### src/rtl/serial_subtractor.sv
// Bit-serial W-bit subtractor (diff = a - b, LSB first), one full-subtractor cell plus one borrow flop.
// Latency: start accepted at edge k -> done pulses in the cycle after edge k+W; one op per W+2 cycles.
// Backpressure: start is only sampled in IDLE; requests during RUN/DONE are dropped, not queued.
// Optional feature macro: SERIAL_SUB_OVF_EN adds the signed-overflow output ovf and its MSB capture flops.

module serial_subtractor #(
    parameter int W = 8
) (
    input  logic         clk,
    input  logic         rst,
    input  logic         start,
    input  logic [W-1:0] a,
    input  logic [W-1:0] b,
    output logic         busy,
    output logic         done,
    output logic [W-1:0] diff,
    output logic         borrow
`ifdef SERIAL_SUB_OVF_EN
    ,
    output logic         ovf
`endif
);

    // Counter only needs to reach W-1; W >= 2 keeps this at least one bit wide.
    localparam int CW = $clog2(W);

    typedef enum logic [1:0] {
        S_IDLE = 2'd0,
        S_RUN  = 2'd1,
        S_DONE = 2'd2
    } state_t;

    state_t         r_state;
    state_t         w_state_nxt;

    logic [W-1:0]   r_a_sh;
    logic [W-1:0]   r_b_sh;
    // Only W-1 partial bits are ever stored; the final bit goes straight into diff.
    logic [W-2:0]   r_res;
    logic           r_bw;
    logic [CW-1:0]  r_cnt;
    logic [W-1:0]   r_diff;
    logic           r_borrow;

    logic           w_a0;
    logic           w_b0;
    logic           w_d;
    logic           w_bw_nxt;
    logic           w_accept;
    logic           w_last;
    logic [W-1:0]   w_res_nxt;

`ifdef SERIAL_SUB_OVF_EN
    logic           r_a_msb;
    logic           r_b_msb;
    logic           r_ovf;
`endif

    // Full-subtractor cell on the current LSBs and the borrow flop.
    assign w_a0      = r_a_sh[0];
    assign w_b0      = r_b_sh[0];
    assign w_d       = w_a0 ^ w_b0 ^ r_bw;
    assign w_bw_nxt  = (~w_a0 & w_b0) | (~(w_a0 ^ w_b0) & r_bw);

    // New difference bit enters at the MSB; after W shifts bit 0 of the result sits at bit 0.
    assign w_res_nxt = {w_d, r_res};

    assign w_accept  = (r_state == S_IDLE) && start;
    assign w_last    = (r_state == S_RUN) && (r_cnt == CW'(W - 1));

    // State register.
    always_ff @(posedge clk or posedge rst) begin
        if (rst) begin
            r_state <= S_IDLE;
        end else begin
            r_state <= w_state_nxt;
        end
    end

    // Next-state logic: DONE always returns to IDLE so a held start restarts every W+2 cycles.
    always_comb begin
        w_state_nxt = r_state;
        case (r_state)
            S_IDLE:  if (start)  w_state_nxt = S_RUN;
            S_RUN:   if (w_last) w_state_nxt = S_DONE;
            S_DONE:  w_state_nxt = S_IDLE;
            default: w_state_nxt = S_IDLE;
        endcase
    end

    // Output decode straight from the state register.
    always_comb begin
        busy = 1'b0;
        done = 1'b0;
        case (r_state)
            S_RUN:   busy = 1'b1;
            S_DONE:  done = 1'b1;
            default: begin
                busy = 1'b0;
                done = 1'b0;
            end
        endcase
    end

    // Operand capture and serial datapath; operands are frozen in the shifters so a/b may change freely.
    always_ff @(posedge clk or posedge rst) begin
        if (rst) begin
            r_a_sh <= '0;
            r_b_sh <= '0;
            r_res  <= '0;
            r_bw   <= 1'b0;
            r_cnt  <= '0;
        end else if (w_accept) begin
            r_a_sh <= a;
            r_b_sh <= b;
            r_res  <= '0;
            r_bw   <= 1'b0;
            r_cnt  <= '0;
        end else if (r_state == S_RUN) begin
            r_a_sh <= r_a_sh >> 1;
            r_b_sh <= r_b_sh >> 1;
            r_res  <= w_res_nxt[W-1:1];
            r_bw   <= w_bw_nxt;
            r_cnt  <= r_cnt + CW'(1);
        end
    end

    // Visible result only updates on the last bit, so partial results never leak onto diff.
    always_ff @(posedge clk or posedge rst) begin
        if (rst) begin
            r_diff   <= '0;
            r_borrow <= 1'b0;
        end else if (w_last) begin
            r_diff   <= w_res_nxt;
            r_borrow <= w_bw_nxt;
        end
    end

    assign diff   = r_diff;
    assign borrow = r_borrow;

`ifdef SERIAL_SUB_OVF_EN
    // Operand sign bits are shifted out during RUN, so keep copies for the overflow decision.
    always_ff @(posedge clk or posedge rst) begin
        if (rst) begin
            r_a_msb <= 1'b0;
            r_b_msb <= 1'b0;
        end else if (w_accept) begin
            r_a_msb <= a[W-1];
            r_b_msb <= b[W-1];
        end
    end

    // Signed overflow: operand signs differ and the result sign differs from the minuend's.
    always_ff @(posedge clk or posedge rst) begin
        if (rst) begin
            r_ovf <= 1'b0;
        end else if (w_last) begin
            r_ovf <= (r_a_msb ^ r_b_msb) & (r_a_msb ^ w_d);
        end
    end

    assign ovf = r_ovf;
`endif

endmodule

### config.mk
export PLATFORM = sky130hd
export DESIGN_NAME = serial_subtractor
export DESIGN_NICKNAME = d
export VERILOG_FILES = /design/src/rtl/serial_subtractor.sv
export SDC_FILE = /design/constraint.sdc
export NUM_CORES = 1
export LEC_CHECK = 0
export BUFFER_PORTS_ARGS = -buffer_cell sky130_fd_sc_hd__buf_2
export CAP_MARGIN = 10
export CORE_MARGIN = 8
export CORE_UTILIZATION = 30
export CTS_CLUSTER_DIAMETER = 30
export DETAILED_ROUTE_END_ITERATION = 8
export PLACE_DENSITY = 0.53
export SYNTH_ARGS = -nofsm -noshare
export SYNTH_HDL_FRONTEND = slang
export SYNTH_SLANG_ARGS = --single-unit
### constraint.sdc
create_clock -name clk -period 1.64 [get_ports clk]
set_input_delay 0.246 -clock clk [delete_from_list [all_inputs] [get_ports clk]]
set_output_delay 0.246 -clock clk [all_outputs]
set_load 0.005 [all_outputs]
Word-level counts from Yosys, hierarchy flattened
Index checks and enable logic that the tools add are counted.
Widths: inputs -> output; s select.

word-level totals
  word-level logic and storage cells = 41
  output and inout bits = 11
  register bits after elaboration = 38
  input port bits = 19

cells by class
  $add $sub $neg = 1
  reduce and logical (&&, ||, !) cells = 5
  eq/ne operators = 5
  mux-type cells = 15
  bitwise operators = 7

operators with widths
  operator             number
  $mux 8               4
  $mux 7               2
  $mux 3               2
  $mux 1               4
  $mux 2               2
  $ne 2x2->1 const B   2
  $pmux 2 s2           1
  $add 3x1->3 const B  1
  $eq 3x3->1 const B   1
  $and 1x1->1          2
  $eq 2x1->1 const B   1
  $eq 2x2->1 const B   1
  $logic_and 1x1->1    2
  $logic_not 2->1      1
  $not 1->1            2
  $reduce_and 2->1     1
  $reduce_bool 2->1    1
  $xor 1x1->1          2
  $or 1x1->1           1

Longest topological paths before layout
  word-level depth = 6
  mapped depth = 5
  gate-level depth less buffers = 4

Worst setup path after synthesis
Ideal clock, no wire load.

  kind = reg-to-reg
  from = register r_cnt[0]
  to = register r_borrow, in the netlist borrow
  period minus slack after synthesis = 1.407 ns
  data arrival time = 1.282 ns
  library setup time = 0.125 ns
  path slack = 0.233 ns
  stages on the path, launching flop included = 6
  buffers on the path = 1
  required time = 1.515 ns
  cells stage by stage = dfrtp_1 > ha_1 > ha_1 > nand3b_2 > buf_6 > mux2_4

between the ends
  longest elaborated chain between the ends = 2

RTL lines
  element                 line  RTL
  from (decl)             41    logic [CW-1:0] r_cnt;
  from (signal assigned)  124   r_cnt <= r_cnt + CW'(1);
  $eq 3x3->1              69    assign w_last = (r_state == S_RUN) && (r_cnt == CW'(W - 1));
  $logic_and 1x1->1       69
  to (signal assigned)    135   r_borrow <= w_bw_nxt;
  to (decl)               43    logic r_borrow;

No other way between the ends.
A chain may end at the register's enable or synchronous reset.

Worst setup path after layout
  from = register r_state[1]
  to = output port busy

between the ends
  longest elaborated chain between the ends = 2

RTL lines
  element                 line  RTL
  from (decl)             33    state_t r_state;
  from (signal assigned)  76    r_state <= w_state_nxt;
  $eq 2x1->1              95    case (r_state)
  $mux 1                  95
  to (decl)               14    output logic busy,

No other way between the ends.

==> flow_summary.html <==
<table>
<tr><th>Metric</th><th>Value</th></tr>
<tr><th colspan="2">Run status</th></tr>
<tr><td>Run status</td><td>finished, final reports clean</td></tr>
<tr><th colspan="2">Power</th></tr>
<tr><td>Pwr dens</td><td>1925 nW/um2</td></tr>
<tr><td>Worst supply voltage drop on vdd</td><td>0.0007902 V</td></tr>
<tr><td>Pleak</td><td>0.001024 uW</td></tr>
<tr><td>Power, Total</td><td>4090 uW</td></tr>
<tr><th colspan="2">Timing</th></tr>
<tr><td>Total negative slack for setup checks</td><td>0 ns</td></tr>
<tr><td>Number of setup violations in the final report</td><td>0</td></tr>
<tr><td>Fin crit period</td><td>1.529 ns</td></tr>
<tr><td>Tightest Pin Transition</td><td>0.4810 ns</td></tr>
<tr><td>Hold Vio Cnt, Final</td><td>0</td></tr>
<tr><td>Setup repair after global routing missed its margin</td><td>false</td></tr>
<tr><td>Number of max-slew violations in the final report</td><td>0</td></tr>
<tr><td>Crit share post-route</td><td>93.20%</td></tr>
<tr><td>Top achievable clock speed</td><td>0.6542 GHz</td></tr>
<tr><td>Maximum clock skew at final layout</td><td>0.008500 ns</td></tr>
<tr><td>Worst max-slew margin expressed relative to the limit</td><td>67.94%</td></tr>
<tr><th colspan="2">Yosys</th></tr>
<tr><td>Cell types occupying the most area after synthesis</td><td>sky130_fd_sc_hd__dfrtp_1 54%, sky130_fd_sc_hd__mux2_4 7.7%, sky130_fd_sc_hd__nor4b_1 6.0%, sky130_fd_sc_hd__a22o_1 5.0%, sky130_fd_sc_hd__a221oi_1 4.0%</td></tr>
<tr><td>Post-Syn Nets</td><td>160</td></tr>
<tr><td>Count of synthesis-stage warnings from yosys</td><td>0</td></tr>
<tr><td>Library cell with the largest summed area after synthesis</td><td>sky130_fd_sc_hd__dfrtp_1</td></tr>
<tr><td>Post-synthesis share of cell area spent on full adders, half adders and majority gates</td><td>2.553%</td></tr>
<tr><td>Share of the yosys chip area belonging to registers</td><td>53.90%</td></tr>
<tr><td>Gate count of the mapped netlist</td><td>138</td></tr>
<tr><td>Portion of netlist area occupied by mux cells</td><td>8.298%</td></tr>
<tr><td>Fraction of synthesized cell area taken by the top area cell type</td><td>53.90%</td></tr>
<tr><td>Post-Synthesis Cell Area</td><td>1764 um2</td></tr>
<tr><td>Fraction of synthesized cell area in xor and xnor cells</td><td>0%</td></tr>
<tr><td>Number of unique standard cell types used by synthesis</td><td>22</td></tr>
<tr><td>Register bit total from synthesis</td><td>38</td></tr>
<tr><td>Compound-gate portion of the synthesized area</td><td>15.96%</td></tr>
<tr><td>Simple-gate share of the synthesized area</td><td>10.85%</td></tr>
<tr><td>Syn Area/Cell</td><td>12.78 um2</td></tr>
<tr><td>Combinational family with the most area after synthesis</td><td>compound AO/OA/AOI/OAI gates</td></tr>
<tr><th colspan="2">Setup path</th></tr>
<tr><td>Kind of cell adding the most delay to the critical path</td><td>flip-flops</td></tr>
<tr><td>CP Buf/Inv Count</td><td>1</td></tr>
<tr><td>Cell Chain, Critical Path</td><td>and2b_2, buf_2</td></tr>
<tr><td>RR Startpoint</td><td>r_cnt[0]</td></tr>
<tr><td>Worst r2r dst</td><td>diff[4]</td></tr>
<tr><td>R2R cell count</td><td>4</td></tr>
<tr><td>Critical Path AT</td><td>1.28 ns</td></tr>
<tr><td>Highest net fanout along the worst path</td><td>14</td></tr>
<tr><td>Slowest CP cell</td><td>sky130_fd_sc_hd__dfrtp_1</td></tr>
<tr><td>Stage delay of the slowest cell on the critical path</td><td>0.42 ns</td></tr>
<tr><td>Type of destination of the critical path</td><td>primary output</td></tr>
<tr><td>Worst setup path category</td><td>reg2out</td></tr>
<tr><td>Required time at the endpoint of the critical path</td><td>1.39 ns</td></tr>
<tr><td>Launching element type of the critical path</td><td>register</td></tr>
<tr><td>Register-to-register setup slack</td><td>0.16 ns</td></tr>
<tr><th colspan="2">Global routing</th></tr>
<tr><td>Gr ovfl total</td><td>0</td></tr>
<tr><td>GR Layer Usage met2</td><td>14.72%</td></tr>
<tr><td>Number of global-route vias before repair</td><td>1,378</td></tr>
<tr><td>Maximum number of pins on one net before global-route repair</td><td>39</td></tr>
<tr><td>Global routing usage on met1</td><td>10.95%</td></tr>
<tr><td>Initial antenna violation count</td><td>0</td></tr>
<tr><td>Global-route wire length before repair</td><td>6396 um</td></tr>
<tr><td>Most used routing layer in global routing</td><td>met2</td></tr>
<tr><td>Met3 Track Usage GR</td><td>3.641%</td></tr>
<tr><td>Global routing usage summed across all routing layers</td><td>9.141%</td></tr>
<tr><th colspan="2">Clock tree</th></tr>
<tr><td>H-tree levels</td><td>2</td></tr>
<tr><td>Clk buf depth</td><td>2</td></tr>
<tr><td>Clock latency on the worst-skew pair</td><td>0.29 ns</td></tr>
<tr><td>Number of clock sinks</td><td>38</td></tr>
<tr><td>Setup bufs post-CTS</td><td>0</td></tr>
<tr><td>Total clock buffers created by CTS</td><td>5</td></tr>
<tr><td>TritonCTS clock tree</td><td>done</td></tr>
<tr><td>Count of hold buffers inserted by post-cts repair</td><td>0</td></tr>
<tr><td>Clock-pin slew on the worst setup and hold paths</td><td>0.08 ns</td></tr>
<tr><td>CTS root buf</td><td>sky130_fd_sc_hd__clkbuf_8</td></tr>
<tr><th colspan="2">Final layout</th></tr>
<tr><td>Layout net count</td><td>189</td></tr>
<tr><td>Share of layout cells above drive strength 1</td><td>34.52%</td></tr>
<tr><td>Design area</td><td>2125 um2</td></tr>
<tr><td>Antenna diode count</td><td>0</td></tr>
<tr><td>Number of fill cells</td><td>597</td></tr>
<tr><td>Post-synthesis to final-layout area growth</td><td>20.43%</td></tr>
<tr><th colspan="2">Worst hold path</th></tr>
<tr><td>Hold WC Path Type</td><td>in2async</td></tr>
<tr><th colspan="2">Routing</th></tr>
<tr><td>Initial detailed-routing violation count</td><td>62</td></tr>
<tr><td>Total iterations of the first detailed-routing run</td><td>4</td></tr>
<tr><td>Vias per std cell</td><td>4.893</td></tr>
<tr><td>Routed wirelength normalized by instance count</td><td>14.99 um</td></tr>
<tr><td>Number of DRC violations after detailed routing</td><td>0</td></tr>
<tr><td>Routed Wire Length</td><td>3642 um</td></tr>
<tr><td>Via count</td><td>1,189</td></tr>
<tr><td>Antenna-violating nets left</td><td>0</td></tr>
<tr><th colspan="2">Floorplanning</th></tr>
<tr><td>DIE WIDTH</td><td>92.69 um</td></tr>
<tr><td>Die Footprint</td><td>8591 um2</td></tr>
<tr><td>Site row count</td><td>28</td></tr>
<tr><td>IO Pins</td><td>30</td></tr>
<tr><td>Die Y-Extent</td><td>92.69 um</td></tr>
<tr><td>Starting density of the core</td><td>30.34%</td></tr>
<tr><td>Core Box Area</td><td>5816 um2</td></tr>
<tr><th colspan="2">Place</th></tr>
<tr><td>Routability congestion estimate</td><td>0.7064</td></tr>
<tr><td>Detailed placement HPWL</td><td>2490 um</td></tr>
<tr><td>IO buf count</td><td>29</td></tr>
<tr><td>Placed cell areas</td><td>1977 um2</td></tr>
<tr><th colspan="2">Run</th></tr>
<tr><td>Number of maximum-capacitance violations</td><td>0</td></tr>
</table>
[cells by family after synthesis]
| logic type | Yosys count |
|---|---|
| compound gates | 28 |
| fa+ha+maj | 3 |
| flops | 38 |
| buf+inv | 29 |
| simple gates | 30 |
| mux | 10 |
[per-stage QoR]
stage / worst slack, ns / std cells / util [%] / hold WS, ns
after floorplan: 0.2329 / 138 / - / 0.4157
after global placement: 0.1187 / 235 / 33.99 / 0.3735
after detailed placement: 0.04992 / 235 / 33.99 / 0.3950
after CTS: 0.03481 / 243 / 36.38 / 0.07313
after global routing: 0.02538 / 243 / 36.53 / 0.1106
final: 0.1115 / 243 / 36.53 / 0.06308
[routing by layer]
layer / part of all wire, % / vias to the layer above
li1: - / 555
met1: 46 / 593
met2: 45 / 39
met3: 7.6 / 2
met4: 0.38 / 0
met5: 0 / -
[state kept, by name, summed over array words and instances (netlist names)]
name / cells
r_b_sh: 8
r_cnt: 3
r_res: 7
borrow: 1
diff: 8
r_a_sh: 8
r_state: 2
r_bw: 1
[how the worst max path moves through the flow]
stage	from	to	slack (ns)	cells past startpoint
2_1_floorplan	r_cnt[0]	borrow	0.23	5
3_3_place_gp	r_cnt[0]	borrow	0.12	4
3_5_place_dp	r_cnt[0]	diff[1]	0.05	4
4_1_cts	r_cnt[0]	diff[4]	0.03	4
5_1_grt	r_state[1]	done	0.03	3
6_report	r_state[1]	busy	0.11	2
[Yosys cell counts]
cell type	instances
sky130_fd_sc_hd__a21oi_1	1
sky130_fd_sc_hd__a221oi_1	8
sky130_fd_sc_hd__a221oi_2	4
sky130_fd_sc_hd__a222oi_1	2
sky130_fd_sc_hd__a22o_1	10
sky130_fd_sc_hd__a32o_1	2
sky130_fd_sc_hd__and2b_1	1
sky130_fd_sc_hd__buf_2	5
sky130_fd_sc_hd__buf_4	1
sky130_fd_sc_hd__buf_6	4
sky130_fd_sc_hd__clkbuf_1	1
sky130_fd_sc_hd__dfrtp_1	38
sky130_fd_sc_hd__fa_1	1
sky130_fd_sc_hd__ha_1	2
sky130_fd_sc_hd__inv_1	18
sky130_fd_sc_hd__mux2_2	1
sky130_fd_sc_hd__mux2_4	9
sky130_fd_sc_hd__nand3b_2	1
sky130_fd_sc_hd__nor2_1	13
sky130_fd_sc_hd__nor2b_1	3
sky130_fd_sc_hd__nor4b_1	12
sky130_fd_sc_hd__o21bai_4	1
[layout make-up]
type                            instances  area [um2]  share of cell area, %
Inverter                               18       67.56                  3.180
Timing Repair Buffer                   33       200.2                  9.423
Clock buffer                            5       68.82                  3.239
Sequential cell                        38       950.9                  44.76
Tap cell                               75       93.84                  4.417
Multi-Input combinational cell         71       674.4                  31.74
Clock inverter                          3       68.82                  3.239
[placed cells by master (no fill, tap or decap)]
master                      synthesis  layout
sky130_fd_sc_hd__fa_1               1       1
sky130_fd_sc_hd__a22o_1            10      10
sky130_fd_sc_hd__o21bai_4           1       1
sky130_fd_sc_hd__buf_2              5      29
sky130_fd_sc_hd__a222oi_1           2       2
sky130_fd_sc_hd__a221oi_1           8       8
sky130_fd_sc_hd__nor2_1            13      13
sky130_fd_sc_hd__a32o_1             2       2
sky130_fd_sc_hd__buf_12             0       2
sky130_fd_sc_hd__dfrtp_1           38      38
sky130_fd_sc_hd__mux2_2             1       1
sky130_fd_sc_hd__mux2_4             9       9
sky130_fd_sc_hd__nor2b_1            3       3
sky130_fd_sc_hd__clkbuf_8           0       5
sky130_fd_sc_hd__a21oi_1            1       1
sky130_fd_sc_hd__a221oi_2           4       4
sky130_fd_sc_hd__inv_1             18      18
sky130_fd_sc_hd__nor4b_1           12      12
sky130_fd_sc_hd__ha_1               2       2
sky130_fd_sc_hd__buf_4              1       2
sky130_fd_sc_hd__clkinv_4           0       1
sky130_fd_sc_hd__bufinv_16          0       2
sky130_fd_sc_hd__and2b_2            0       1
sky130_fd_sc_hd__nand3b_4           0       1
[tightest hold or removal path, cell delays in order]
cell and delay (ns):
sky130_fd_sc_hd__buf_2 0.09, sky130_fd_sc_hd__inv_1 0.04, sky130_fd_sc_hd__buf_4 0.41
[timing repair]
item	in CTS	in global routing
setup endpoints to repair	1	4
gates resized for setup	1	1
gates cloned	0	0
[power by group]
group	switching, uW	internal [uW]	leakage, uW
clock network	340	609	0.0000683
registers	250	1360	0.000469
logic	703	824	0.000486
total	1290	2800	0.00102
No activity file was read; power rests on OpenSTA's default activity.
